### config.mk
export PLATFORM = sky130hd
export DESIGN_NAME = mem_port_arbiter
export DESIGN_NICKNAME = d
export VERILOG_FILES = /design/src/rtl/mem_port_arbiter_pkg.sv /design/src/rtl/arb_watchdog.sv /design/src/rtl/mem_port_arbiter.sv
export SDC_FILE = /design/constraint.sdc
export NUM_CORES = 1
export LEC_CHECK = 0
export ABC_AREA = 1
export BUFFER_PORTS_ARGS = -buffer_cell sky130_fd_sc_hd__buf_2
export CAP_MARGIN = 15
export CORE_AREA = 3 3 119 121
export CTS_CLUSTER_SIZE = 30
export DETAILED_ROUTE_END_ITERATION = 8
export DIE_AREA = 0 0 122 124
export HOLD_SLACK_MARGIN = 0.1
export SLEW_MARGIN = 20
export SYNTH_ARGS = -nofsm -noshare
export SYNTH_HDL_FRONTEND = slang
export SYNTH_SLANG_ARGS = --single-unit
export TNS_END_PERCENT = 5
### constraint.sdc
create_clock -name clk -period 2.27 [get_ports clk]
set_clock_uncertainty 0.2 [all_clocks]
set_input_delay 0.454 -clock clk [delete_from_list [all_inputs] [get_ports clk]]
set_output_delay 0.454 -clock clk [all_outputs]
set_load 0.005 [all_outputs]
### src/rtl/mem_port_arbiter_pkg.sv
// Shared encodings for the two-master memory port arbiter.
package mem_port_arbiter_pkg;

  localparam logic ARB_IDLE  = 1'b0;
  localparam logic ARB_BUSY  = 1'b1;

  localparam logic ARB_M_CPU = 1'b0;
  localparam logic ARB_M_AUX = 1'b1;

  typedef struct packed {
    logic [31:0] addr;
    logic [31:0] wdata;
    logic [3:0]  wstrb;
  } mem_req_t;

endpackage

### src/rtl/arb_watchdog.sv
// Counts busy cycles without a downstream ready and flags the cycle that must time out.
module arb_watchdog #(
  parameter int unsigned TIMEOUT_CYCLES = 1024,
  parameter int unsigned TO_W           = 11
) (
  input  logic clk,
  input  logic resetn,
  input  logic clear,
  input  logic run,
  input  logic hit_ready,
  output logic expired
);

  localparam bit              WD_EN     = (TIMEOUT_CYCLES != 0);
  localparam int unsigned     WD_LAST_I = WD_EN ? TIMEOUT_CYCLES - 1 : 0;
  localparam logic [TO_W-1:0] WD_LAST   = TO_W'(WD_LAST_I);

  logic [TO_W-1:0] wd_q;

  // Saturates at the last count so a held stall keeps reporting expiry.
  always_ff @(posedge clk or negedge resetn) begin
    if (!resetn) begin
      wd_q <= '0;
    end else if (clear) begin
      wd_q <= '0;
    end else if (WD_EN && run && !hit_ready && (wd_q != WD_LAST)) begin
      wd_q <= wd_q + 1'b1;
    end
  end

  assign expired = WD_EN && run && !hit_ready && (wd_q == WD_LAST);

endmodule

### src/rtl/mem_port_arbiter.sv
// Shares one valid/ready memory port between the CPU (master 0) and an auxiliary master (1).
module mem_port_arbiter
  import mem_port_arbiter_pkg::*;
#(
  parameter int unsigned PRIO_FIXED     = 0,
  parameter int unsigned TIMEOUT_CYCLES = 1024,
  parameter int unsigned TO_W           = 11
) (
  input  logic        clk,
  input  logic        resetn,
  input  logic        m0_valid,
  input  logic        m1_valid,
  input  logic [31:0] m0_addr,
  input  logic [31:0] m1_addr,
  input  logic [31:0] m0_wdata,
  input  logic [31:0] m1_wdata,
  input  logic [3:0]  m0_wstrb,
  input  logic [3:0]  m1_wstrb,
  output logic        m0_ready,
  output logic        m1_ready,
  output logic [31:0] m0_rdata,
  output logic [31:0] m1_rdata,
  output logic        m0_fault,
  output logic        m1_fault,
  output logic        mem_valid,
  output logic [31:0] mem_addr,
  output logic [31:0] mem_wdata,
  output logic [3:0]  mem_wstrb,
  input  logic        mem_ready,
  input  logic [31:0] mem_rdata,
  output logic        busy,
  output logic        grant
);

  logic     state_q, state_d;
  logic     grant_q, grant_d;
  logic     last_grant_q, last_grant_d;
  logic     pick;
  logic     is_busy;
  logic     sel_valid;
  logic     expired;
  mem_req_t m0_req, m1_req, sel_req;

  assign m0_req    = '{addr: m0_addr, wdata: m0_wdata, wstrb: m0_wstrb};
  assign m1_req    = '{addr: m1_addr, wdata: m1_wdata, wstrb: m1_wstrb};
  assign sel_req   = (grant_q == ARB_M_AUX) ? m1_req : m0_req;
  assign sel_valid = (grant_q == ARB_M_AUX) ? m1_valid : m0_valid;
  assign is_busy   = (state_q == ARB_BUSY);
  assign busy      = is_busy;
  assign grant     = grant_q;

  arb_watchdog #(
    .TIMEOUT_CYCLES (TIMEOUT_CYCLES),
    .TO_W           (TO_W)
  ) u_watchdog (
    .clk       (clk),
    .resetn    (resetn),
    .clear     (!is_busy),
    .run       (is_busy && sel_valid),
    .hit_ready (mem_ready),
    .expired   (expired)
  );

  always_comb begin
    if (m0_valid && m1_valid) begin
      pick = (PRIO_FIXED != 0) ? ARB_M_CPU : ~last_grant_q;
    end else begin
      pick = m1_valid ? ARB_M_AUX : ARB_M_CPU;
    end
  end

  always_comb begin
    state_d      = state_q;
    grant_d      = grant_q;
    last_grant_d = last_grant_q;
    if (state_q == ARB_IDLE) begin
      if (m0_valid || m1_valid) begin
        state_d      = ARB_BUSY;
        grant_d      = pick;
        last_grant_d = pick;
      end
    end else if (mem_ready || expired || !sel_valid) begin
      // Completion, timeout, or the master withdrew its request.
      state_d = ARB_IDLE;
    end
  end

  always_ff @(posedge clk or negedge resetn) begin
    if (!resetn) begin
      state_q      <= ARB_IDLE;
      grant_q      <= ARB_M_CPU;
      last_grant_q <= ARB_M_AUX;
    end else begin
      state_q      <= state_d;
      grant_q      <= grant_d;
      last_grant_q <= last_grant_d;
    end
  end

  always_comb begin
    mem_valid = 1'b0;
    mem_addr  = '0;
    mem_wdata = '0;
    mem_wstrb = '0;
    m0_ready  = 1'b0;
    m1_ready  = 1'b0;
    m0_fault  = 1'b0;
    m1_fault  = 1'b0;
    m0_rdata  = '0;
    m1_rdata  = '0;
    if (is_busy) begin
      mem_valid = sel_valid && !expired;
      mem_addr  = sel_req.addr;
      mem_wdata = sel_req.wdata;
      mem_wstrb = sel_req.wstrb;
      m0_ready  = (mem_ready || expired) && (grant_q == ARB_M_CPU);
      m1_ready  = (mem_ready || expired) && (grant_q == ARB_M_AUX);
      m0_fault  = expired && (grant_q == ARB_M_CPU);
      m1_fault  = expired && (grant_q == ARB_M_AUX);
      m0_rdata  = m0_fault ? 32'h0 : mem_rdata;
      m1_rdata  = m1_fault ? 32'h0 : mem_rdata;
    end
  end

endmodule
==> results of run 1 <==
-- worst max path at each step --
stage | to | cells after the start | start | slack [ps]
after floorplan | m0_rdata[22] | 9 | u_watchdog.wd_q[0]$_DFFE_PN0P_ | 250
after global placement | m1_rdata[31] | 10 | m0_valid | 90
after detailed placement | m1_rdata[31] | 10 | m0_valid | 70
after CTS | m1_rdata[3] | 8 | grant$_DFFE_PN0P_ | -110
after global routing | m1_rdata[4] | 10 | u_watchdog.wd_q[1]$_DFFE_PN0P_ | -160
final | m1_rdata[20] | 10 | u_watchdog.wd_q[1]$_DFFE_PN0P_ | -80
-- layout make-up --
type | instances | area, um^2
fillers | 1485 | 8870
repair buffers | 337 | 1850
multi-input cells | 396 | 1750
flip-flops and latches | 14 | 354
well taps | 176 | 220
clock buffers | 4 | 88.8
inverters | 14 | 55.1
-- cells in the final DEF, fill, tap and decap left out, types with 3 or more instances in the layout --
master,synthesis,final
buf_4,1,18
dfrtp_1,13,11
clkbuf_16,0,3
buf_2,3,311
nand2_1,208,207
nand2_2,2,3
nor2_1,81,78
inv_2,2,3
a21oi_1,68,68
nor2_4,2,3
inv_1,11,10
o21ai_0,3,3
nand3_1,17,17
buf_12,0,6
-- logic make-up (layout without fill, tap and decap cells) --
family,Yosys count,after routing,synth area share
AOI/OAI and AO/OA,74,74,0.163
buffers and inverters,49,355,0.106
DFF,14,14,0.152
xor gates and xnor gates,3,3,0.0114
and+or+nand+nor,318,318,0.563
adders and majority gates,1,1,0.00542
-- power breakdown --
part / internal [mW] / switching, mW / total (mW)
sequential: 0.298 / 0.0561 / 0.354
clock: 0.268 / 0.112 / 0.379
combinational: 1.22 / 1.63 / 2.85
-- routing by layer --
| metal | up-vias | global-route usage | wire, um |
|---|---|---|---|
| met3 | 7 | 0.0136 | 978 |
| met5 | - | 0 | 0 |
| li1 | 2045 | - | - |
| met4 | 0 | 0.0210 | 77 |
| met2 | 193 | 0.222 | 5760 |
| met1 | 1675 | 0.160 | 4400 |
-- registers in the layout, summed over array words and instances (netlist names) --
| name | count |
|---|---|
| u_watchdog.wd_q | 11 |
| last_grant_q | 1 |
| busy | 1 |
| grant | 1 |
-- through the flow --
step           total power, mW  instance area, um^2
6_report                  3.58                 4320
5_1_grt                   3.94                 4320
4_1_cts                   3.57                 4280
3_5_place_dp              3.16                 4130
3_3_place_gp              3.19                 4130
2_1_floorplan             1.84                 2310
-- critical path, delay by kind of cell, from the launching register on --
family,cells,cell delay (ps)
adders and majority gates,1,170
buffers and inverters,4,440
and+or+nand+nor,5,440
DFF,1,390
-- repair_timing --
item / 4_1_cts / 5_1_grt
setup endpoints to repair: 68 / 69
pin swaps: 1 / 1
buffers inserted: 1 / 2
cloned: 1 / 0
resized for setup: 6 / 7
endpoints found under the hold margin: 13 / 0
hold buffers: 1 / 0
==> flow_summary_export.csv, run 1 <==
group,metric,value,unit
worst_setup_path,path_cells,"ha_4 -> nand3_4 -> inv_4 -> nand3_4 -> inv_2 -> nand2_4 -> nor2_8 -> buf_12 -> nor2_1 -> buf_2",
die,start_util,0.175,
pwr,p_per_area,828,mW/mm^2
cells_and_area,final_cells,941,
grt,grt.total_usage,0.123,
worst_setup_path,crit_top_cell,"nand3_4",
die,die_h,124,um
hold_path,min_path_cells,3,
route,drc,0,
yosys,yosys-top-cells-area,"nand2_1 (34%), a21oi_1 (15%), dfrtp_1 (14%), nor2_1 (13%), nand3_1 (3.7%)",
yosys,synthArstFlopShare,1.00,
die,die_w,122,um
route,wire_per_inst,11.9,um
place,detailed_place_hpwl,9.04,mm
clock_tree,cts_buffers,3,
yosys,yosysTopAreaCell,"nand2_1",
worst_setup_path,cp.required,1620,ps
cells_and_area,diodes,0,
route,via_per_inst,4.17,
yosys,yosys.cell_types.count,29,
worst_setup_path,critPathMaxFanout,17,
sta,setup_viol,65,
clock_tree,cts.path.max_buffers,2,
worst_setup_path,r2r_start,"u_watchdog.wd_q[1]$_DFFE_PN0P_",
cells_and_area,final_util,0.328,
job,cap_viol_max_count,0,
yosys,ys_warn_count,0,
worst_setup_path,startpoint_type,"flop",
cells_and_area,area_delta_synth_final,87.1,%
worst_setup_path,regToRegEndpoint,"u_watchdog.wd_q[2]$_DFFE_PN0P_",
route,first_pass_iters,5,
sta,period_needed,2350,ps
sta,post-route-period-util,1.03,
die,rows,42,
status,status,"complete, but fails checks",
yosys,avgSynthCellArea,5.03,um^2
sta,worstMarginPinSlew,336,ps
sta,layout_setup_ws,-77.8,ps
cells_and_area,drive_gt1_frac,0.473,
sta,drv_slew,0,
yosys,syn_inst,459,
worst_setup_path,crit_arrival,1690,ps
grt,grt.overflow.total,0,
clock_tree,cts_root_buffer,"clkbuf_16",
cells_and_area,final_nets,940,
worst_setup_path,slowest_delay,390,ps
grt,grt_pass1_vias,3243,
place,port_buffers,311,
yosys,synth_top_area_frac,0.338,
route,vias,3920,
hold_path,holdPathEnd,"last_grant_q$_DFFE_PN1P_",
grt,antenna_found_initial,0,
place,preCtsSetupSlack,69.3,ps
clock_tree,cts_sinks,14,
yosys,ys_seq_elements,14,
route,ant_nets,0,
worst_setup_path,regToRegSetupSlack,400,ps
sta,rsz0062_at_grt,"true",
worst_setup_path,endpoint_kind,"primary output",
yosys,syn-num-nets,633,
sta,hold_slack,292,ps
pwr,ir_worst_vdd,0.637,mV
place,gp_congestion,0.793,
yosys,synth_common_cells,"nand2_1 (208), nor2_1 (81), a21oi_1 (68)",
yosys,synth_flop_cell,"dfrtp_1",
die,io_pins,312,
hold_path,hp-class,"input pin to flop",
sta,timing.slew.headroom,0.776,
clock_tree,h-tree-depth,1,
yosys,yosysMostFrequentCell,"nand2_1",
worst_setup_path,critPathKind,"flop to primary output",
hold_path,min_from,"m1_valid",
yosys,synth_edf_count,0,
die,core,0.0132,mm^2
die,die_area,0.0151,mm^2
worst_setup_path,slowest_stage,"dfrtp_1",
clock_tree,tritoncts,"built",
clock_tree,clk_latency,250,ps
pwr,p_leak,2.66,nW
sta,fin_setup_tns,-3720,ps
route,dr.first_iter.drc_count,185,
place,dp.cells,932,
worst_setup_path,rr_worst_depth,9,
yosys,yosysSeqAreaShare,0.152,
status,violations,"setup timing",
grt,grt_max_degree,71,
sta,clock.fmax,426,MHz
yosys,syn-cell-area,0.00231,mm^2
sta,final-hold-violation-count,0,
clock_tree,clk_pin_slew,50,ps
grt,grt_pass1_wl,15.4,mm
route,wirelength,11.2,mm
Note: power is estimated with default switching activity, not from simulation.
==> run 2, diff against run 1 <==
--- a/config.mk
+++ b/config.mk
@@ -6,13 +6,14 @@
 export NUM_CORES = 1
 export LEC_CHECK = 0
 export ABC_AREA = 1
-export BUFFER_PORTS_ARGS = -buffer_cell sky130_fd_sc_hd__buf_2
+export BUFFER_PORTS_ARGS = -buffer_cell sky130_fd_sc_hd__buf_4
 export CAP_MARGIN = 15
 export CORE_AREA = 3 3 119 121
 export CTS_CLUSTER_SIZE = 30
 export DETAILED_ROUTE_END_ITERATION = 8
 export DIE_AREA = 0 0 122 124
 export HOLD_SLACK_MARGIN = 0.1
+export REMOVE_ABC_BUFFERS = 1
 export SLEW_MARGIN = 20
 export SYNTH_ARGS = -nofsm -noshare
 export SYNTH_HDL_FRONTEND = slang
==> run 2 against run 1 <==
The run still ends with setup timing left. Clock-buffer cell count did not move. Design area rose by 20%. Sequential share of layout area fell by 1.4 points. Sequential power fell by 3%. Worst hold slack improved by 7.4 ps. Power rose by 19%. Highest routed layer unchanged.
==> flow_summary_export.csv, run 2 (synthesis results as in run 1) <==
group,metric,value,unit
grt,grt_max_degree,68,
sta,layout_setup_ws,-113,ps
grt,grt_pass1_vias,3509,
status,status,"complete, but fails checks",
job,cap_viol_max_count,0,
cells_and_area,final_area,0.00519,mm^2
sta,timing.slew.headroom,0.774,
route,wire_per_inst,14.0,um
worst_setup_path,crit_arrival,1730,ps
clock_tree,cts_buffers,3,
clock_tree,clk_pin_slew,40,ps
die,start_util,0.175,
worst_setup_path,startpoint_type,"flop",
worst_setup_path,slowest_stage,"dfrtp_1",
grt,grt_pass1_wl,17.7,mm
sta,rsz0062_at_grt,"true",
route,drc,0,
pwr,p_leak,2.82,nW
grt,grt.total_usage,0.143,
place,preCtsSetupSlack,44.5,ps
worst_setup_path,cp.required,1620,ps
route,via_per_inst,4.30,
die,die_area,0.0151,mm^2
place,place_area,0.00490,mm^2
sta,drv_slew,0,
grt,antenna_found_initial,0,
cells_and_area,diodes,0,
clock_tree,cts.path.max_buffers,2,
worst_setup_path,critPathMaxFanout,14,
clock_tree,h-tree-depth,1,
worst_setup_path,endpoint_kind,"primary output",
worst_setup_path,r2r_start,"grant$_DFFE_PN0P_",
sta,final-hold-violation-count,0,
route,ant_nets,0,
worst_setup_path,path_delay_family,"buffers and inverters",
place,detailed_place_hpwl,10.3,mm
cells_and_area,final_nets,936,
die,core,0.0132,mm^2
cells_and_area,area_delta_synth_final,125,%
worst_setup_path,slowest_delay,390,ps
clock_tree,clk_latency,250,ps
worst_setup_path,critPathKind,"flop to primary output",
cells_and_area,final_util,0.393,
hold_path,min_from,"last_grant_q$_DFFE_PN1P_",
pwr,ir_worst_vdd,0.521,mV
pwr,p_per_area,822,mW/mm^2
die,rows,42,
die,die_h,124,um
sta,setup_viol,66,
sta,period_needed,2380,ps
cells_and_area,regMostFlops,"u_watchdog.wd_q",
route,wirelength,13.1,mm
place,port_buffers,311,
clock_tree,cts_root_buffer,"clkbuf_16",
cells_and_area,final_common_cell,"buf_4",
clock_tree,cts_sinks,14,
cells_and_area,largest_register_ffs,11,
sta,worstMarginPinSlew,339,ps
worst_setup_path,path_cells,"ha_4 -> nand3_4 -> inv_4 -> nand3_4 -> inv_4 -> nand2_4 -> nor2_8 -> clkbuf_16 -> nor2_1 -> buf_4",
grt,grt.overflow.total,0,
status,violations,"setup timing",
cells_and_area,final_cell_mix,"buf_4 (323), nand2_1 (206), nor2_1 (80)",
cells_and_area,drive_gt1_frac,0.512,
die,die_w,122,um
hold_path,hp-class,"flop to flop",
sta,fin_setup_tns,-5210,ps
place,gp_congestion,0.763,
route,dr.first_iter.drc_count,164,
sta,clock.fmax,420,MHz
worst_setup_path,critPathLaunch,"u_watchdog.wd_q[0]$_DFFE_PN0P_",
route,vias,4031,
worst_setup_path,cp.buffers_inverters,4,
clock_tree,tritoncts,"built",
route,first_pass_iters,4,
die,io_pins,312,
clock_tree,cts_setup_buffers,0,
sta,post-route-period-util,1.05,
## run 2: cell types whose count changed in the layout (fill, tap and decap cells not counted), moves of 2 or more
cell and delta:
a21oi_1 -35, a21oi_2 +35, buf_2 -311, buf_4 +305
buf_6 +2, nor2_1 +2, nor2_2 -2
## run 2: path summary, 6_finish.rpt
kind                                                   endpoint  slack [ps]  cells after the start
worst max-delay path                                m1_rdata[5]        -110                     10
worst min-delay path                   last_grant_q$_DFFE_PN1P_         300                      2
worst max register to register   u_watchdog.wd_q[0]$_DFFE_PN0P_         580                      7
worst min register to register         last_grant_q$_DFFE_PN1P_         300                      2
max in group asynchronous              last_grant_q$_DFFE_PN1P_        1220                      2
min in group asynchronous       u_watchdog.wd_q[10]$_DFFE_PN0P_         400                      2
## run 2: stage by stage
stage,hold WS [ps],cells,power [mW]
floorplan,-41.6,424,1.75
global placement,118,931,3.78
detailed placement,119,931,3.76
CTS,300,936,4.15
global route,326,937,4.64
finish,299,937,4.27
## run 2: metal layers
| metal | track usage | share of wire |
|---|---|---|
| met1 | 0.186 | 0.39 |
| met4 | 0.0308 | 0.013 |
| met5 | 0 | 0 |
| met3 | 0.0277 | 0.095 |
| met2 | 0.246 | 0.50 |
## run 2: repair_timing
item / in CTS / in global routing
pin swaps: 0 / 0
hold buffers: 1 / 0
gates cloned: 0 / 1
resized for setup: 13 / 35
endpoints found under the setup margin: 75 / 134
hold endpoints to repair: 14 / 0
## run 2: power breakdown
part	switching [mW]	total, mW	internal (mW)
sequential	0.0470	0.345	0.298
clock	0.104	0.341	0.237
combinational	1.87	3.58	1.72
total	2.02	4.27	2.25
## run 2: area by class of cell
class / instances / area [um^2]
repair buffers: 333 / 2600
inverters: 14 / 57.6
flip-flops and latches: 14 / 353
well taps: 176 / 220
multi-input cells: 396 / 1880
clock buffers: 4 / 78.8
fillers: 1451 / 8000
## run 2: worst register-to-register path, stage by stage, from the launching register on
cell and delay (ps):
dfrtp_2 410, o21ai_1 150, nand2_1 120, nor2_4 170, nand2_1 170, buf_4 220
nand3_1 70, nand2_1 60
==> run 3, diff against run 2 <==
--- a/config.mk
+++ b/config.mk
@@ -5,14 +5,14 @@
 export SDC_FILE = /design/constraint.sdc
 export NUM_CORES = 1
 export LEC_CHECK = 0
-export ABC_AREA = 1
 export BUFFER_PORTS_ARGS = -buffer_cell sky130_fd_sc_hd__buf_4
 export CAP_MARGIN = 15
-export CORE_AREA = 3 3 119 121
+export CORE_AREA = 3 3 118 120
 export CTS_CLUSTER_SIZE = 30
 export DETAILED_ROUTE_END_ITERATION = 8
-export DIE_AREA = 0 0 122 124
+export DIE_AREA = 0 0 121 123
 export HOLD_SLACK_MARGIN = 0.1
+export PLACE_DENSITY_LB_ADDON = 0.25
 export REMOVE_ABC_BUFFERS = 1
 export SLEW_MARGIN = 20
 export SYNTH_ARGS = -nofsm -noshare
==> run 3 against run 2 <==
Critical path type unchanged. Fmax fell by 10%. First-iteration DRC count is 31% lower. Largest power group unchanged. The run still ends with setup timing left. Worst hold slack worse by 16 ps. Die area fell by 1.6%. Critical endpoint is now m0_rdata[26]. Clock power up 11%.
==> flow_summary_export.csv, run 3 <==
group,metric,value,unit
status,status,"complete, but fails checks",
status,violations,"setup timing",
yosys,synth_edf_count,0,
cells_and_area,regMostFlops,"u_watchdog.wd_q",
cells_and_area,diodes,0,
cells_and_area,register_area,355,um^2
route,vias,3566,
pwr,finalPower,3.85,mW
hold_path,min_path_cells,2,
cells_and_area,final_nets,829,
grt,busiest_layer,"met2",
place,gp_congestion,0.772,
yosys,ys_seq_elements,14,
route,via_per_inst,4.30,
die,io_pins,312,
worst_setup_path,rr_worst_depth,6,
pwr,p_sw,1.59,mW
worst_setup_path,regToRegEndpoint,"u_watchdog.wd_q[6]$_DFFE_PN0P_",
clock_tree,cts_root_buffer,"clkbuf_16",
clock_tree,tritoncts,"built",
grt,grt.total_usage,0.142,
cells_and_area,fillers,1384,
hold_path,hp-class,"flop to flop",
yosys,ys_warn_count,0,
sta,clock.fmax,377,MHz
hold_path,min_from,"last_grant_q$_DFFE_PN1P_",
clock_tree,clk_latency,250,ps
pwr,ir_worst_vdd,0.458,mV
die,die_w,121,um
worst_setup_path,endpoint_kind,"primary output",
die,die_area,0.0149,mm^2
route,wirelength,12.2,mm
yosys,avgSynthCellArea,6.46,um^2
cells_and_area,drive_gt1_frac,0.540,
place,detailed_place_hpwl,10.1,mm
yosys,yosys.cell_types.count,38,
sta,post-route-period-util,1.17,
worst_setup_path,path_delay_family,"simple AND/OR/NAND/NOR gates",
worst_setup_path,path_cells,"mux2i_2 -> nor4_4 -> nor3b_4 -> buf_12 -> buf_12 -> nor2_1 -> buf_4",
grt,antenna_found_initial,0,
sta,layout_setup_ws,-381,ps
die,die_h,123,um
yosys,yosys-top-cells-area,"mux2i_1 (31%), nor2_1 (23%), dfrtp_1 (15%), nand2_1 (6.7%), buf_2 (2.9%)",
sta,rsz0062_at_grt,"true",
cells_and_area,final_common_cell,"buf_4",
clock_tree,cts_sinks,14,
route,first_pass_iters,7,
yosys,syn-cell-area,0.00223,mm^2
route,dr.first_iter.drc_count,113,
clock_tree,cts.path.max_buffers,2,
pwr,p_seq_frac,0.085,
job,cap_viol_max_count,0,
sta,worstMarginPinSlew,415,ps
worst_setup_path,critPathKind,"flop to primary output",
sta,final-hold-violation-count,0,
cells_and_area,final_cell_mix,"buf_4 (328), nor2_1 (135), mux2i_1 (63)",
yosys,yosysTopAreaCell,"mux2i_1",
yosys,syn_inst,345,
worst_setup_path,crit_arrival,2000,ps
worst_setup_path,crit_top_cell,"buf_12",
worst_setup_path,cp.required,1620,ps
yosys,synthArstFlopShare,1.00,
cells_and_area,largest_register_ffs,11,
worst_setup_path,critPathMaxFanout,17,
pwr,comb_power_share,0.817,
worst_setup_path,cp.buffers_inverters,3,
grt,met3_usage,0.0361,
yosys,yosysMostFrequentCell,"nor2_1",
place,place_area,0.00486,mm^2
clock_tree,h-tree-depth,1,
grt,use_met1,0.162,
grt,grt_pass1_vias,3299,
die,rows,42,
cells_and_area,multi_input_area,0.00175,mm^2
grt,grt_max_degree,64,
pwr,netSwitchingFraction,0.413,
route,ant_nets,0,
pwr,p_leak,2.84,nW
die,core,0.0131,mm^2
pwr,p_per_area,763,mW/mm^2
clock_tree,cts_buffers,3,
route,drc,0,
yosys,yosysSeqAreaShare,0.158,
pwr,pwr-share-clk,0.099,
worst_setup_path,regToRegSetupSlack,110,ps
grt,use_met2,0.270,
worst_setup_path,startpoint_type,"flop",
worst_setup_path,slowest_stage,"dfrtp_4",
cells_and_area,final_area,0.00505,mm^2
yosys,synth_common_cells,"nor2_1 (135), mux2i_1 (69), nand2_1 (40)",
hold_path,holdPathEnd,"last_grant_q$_DFFE_PN1P_",
yosys,synth_flop_cell,"dfrtp_1",
pwr,p_int,2.26,mW
sta,fin_setup_tns,-21220,ps
grt,grt.overflow.total,0,
sta,setup_viol,71,
cells_and_area,area_delta_synth_final,127,%
place,port_buffers,311,
sta,period_needed,2650,ps
worst_setup_path,slowest_delay,480,ps
die,start_util,0.170,
route,wire_per_inst,14.7,um
worst_setup_path,r2r_start,"grant$_DFFE_PN0P_",
yosys,synth_top_area_frac,0.310,
sta,drv_slew,0,
grt,grt_pass1_wl,17.1,mm
sta,timing.slew.headroom,0.723,
clock_tree,clk_pin_slew,50,ps
[run 3: cell count changes in the layout (fill, tap and decap cells not counted), sizes merged, moves of 3 or more]
| cell | delta |
|---|---|
| inv | -11 |
| a21oi | -61 |
| or4 | +3 |
| nand2 | -171 |
| o31ai | +6 |
| nand4 | +3 |
| nor2 | +50 |
| mux2i | +69 |
| nand3 | -16 |
| buf | +3 |
| and3 | +3 |
[run 3: worst register-to-register path, stage by stage, from the launching register on]
cell,delay (ps)
dfrtp_4,480
buf_6,130
buf_4,200
mux2_2,280
nand2_2,100
or4_1,520
a21oi_1,160
[run 3: timing repair]
item,in CTS,in global routing
gates resized for setup,4,6
hold buffers,1,0
pin swaps,0,2
setup buffers,0,1
setup endpoints to repair,84,129
endpoints found under the hold margin,14,0
gates cloned,0,1
[run 3: how the worst max path moves through the flow]
stage / from / to / depth (start not counted)
CTS: u_watchdog.wd_q[0]$_DFFE_PN0P_ / m0_rdata[15] / 7
global route: grant$_DFFE_PN0P_ / m0_rdata[7] / 7
floorplan: grant$_DFFE_PN0P_ / m0_rdata[0] / 4
finish: grant$_DFFE_PN0P_ / m0_rdata[26] / 7
global placement: mem_ready / m0_rdata[26] / 7
detailed placement: mem_ready / m0_rdata[7] / 7
[run 3: routing by layer]
metal | vias to the layer above | part of all wire
met5 | - | 0
met2 | 162 | 0.54
li1 | 1779 | -
met4 | 0 | 0.0049
met3 | 4 | 0.086
met1 | 1621 | 0.37
[run 3: cells by family (layout without fill, tap and decap cells)]
logic type / count (synthesis) / in the layout / synth area share
multiplexers: 70 / 70 / 0.315
AO/OA/AOI/OAI: 24 / 24 / 0.0708
adder cells (fa/ha/maj): 1 / 1 / 0.00562
flip-flops: 14 / 14 / 0.158
AND/OR/NAND/NOR: 202 / 202 / 0.381
buffers and inverters: 34 / 343 / 0.0697
[run 3: final cells by class]
class	count	share of cell area
repair buffers	336	0.518
clock buffers	4	0.0176
flip-flops and latches	14	0.0704
inverters	3	0.00223
multi-input cells	297	0.348
well taps	176	0.0436
[run 3: stage by stage]
stage | hold slack [ps] | worst slack (ps) | std cells | utilization
2_1_floorplan | -41.6 | -2930 | 314 | -
3_3_place_gp | 118 | -109 | 823 | 0.372
3_5_place_dp | 120 | -123 | 823 | 0.372
4_1_cts | 289 | -357 | 828 | 0.381
5_1_grt | 322 | -459 | 830 | 0.386
6_report | 283 | -381 | 830 | 0.386
[run 3: power by group through the flow]
stage / Combinational (mW) / Sequential (mW) / Clock [mW]
finish: 3.14 / 0.326 / 0.379
CTS: 3.18 / 0.325 / 0.389
floorplan: 1.23 / 0.607 / 0
global route: 3.43 / 0.332 / 0.397
global placement: 3.11 / 0.325 / 0
detailed placement: 3.14 / 0.327 / 0
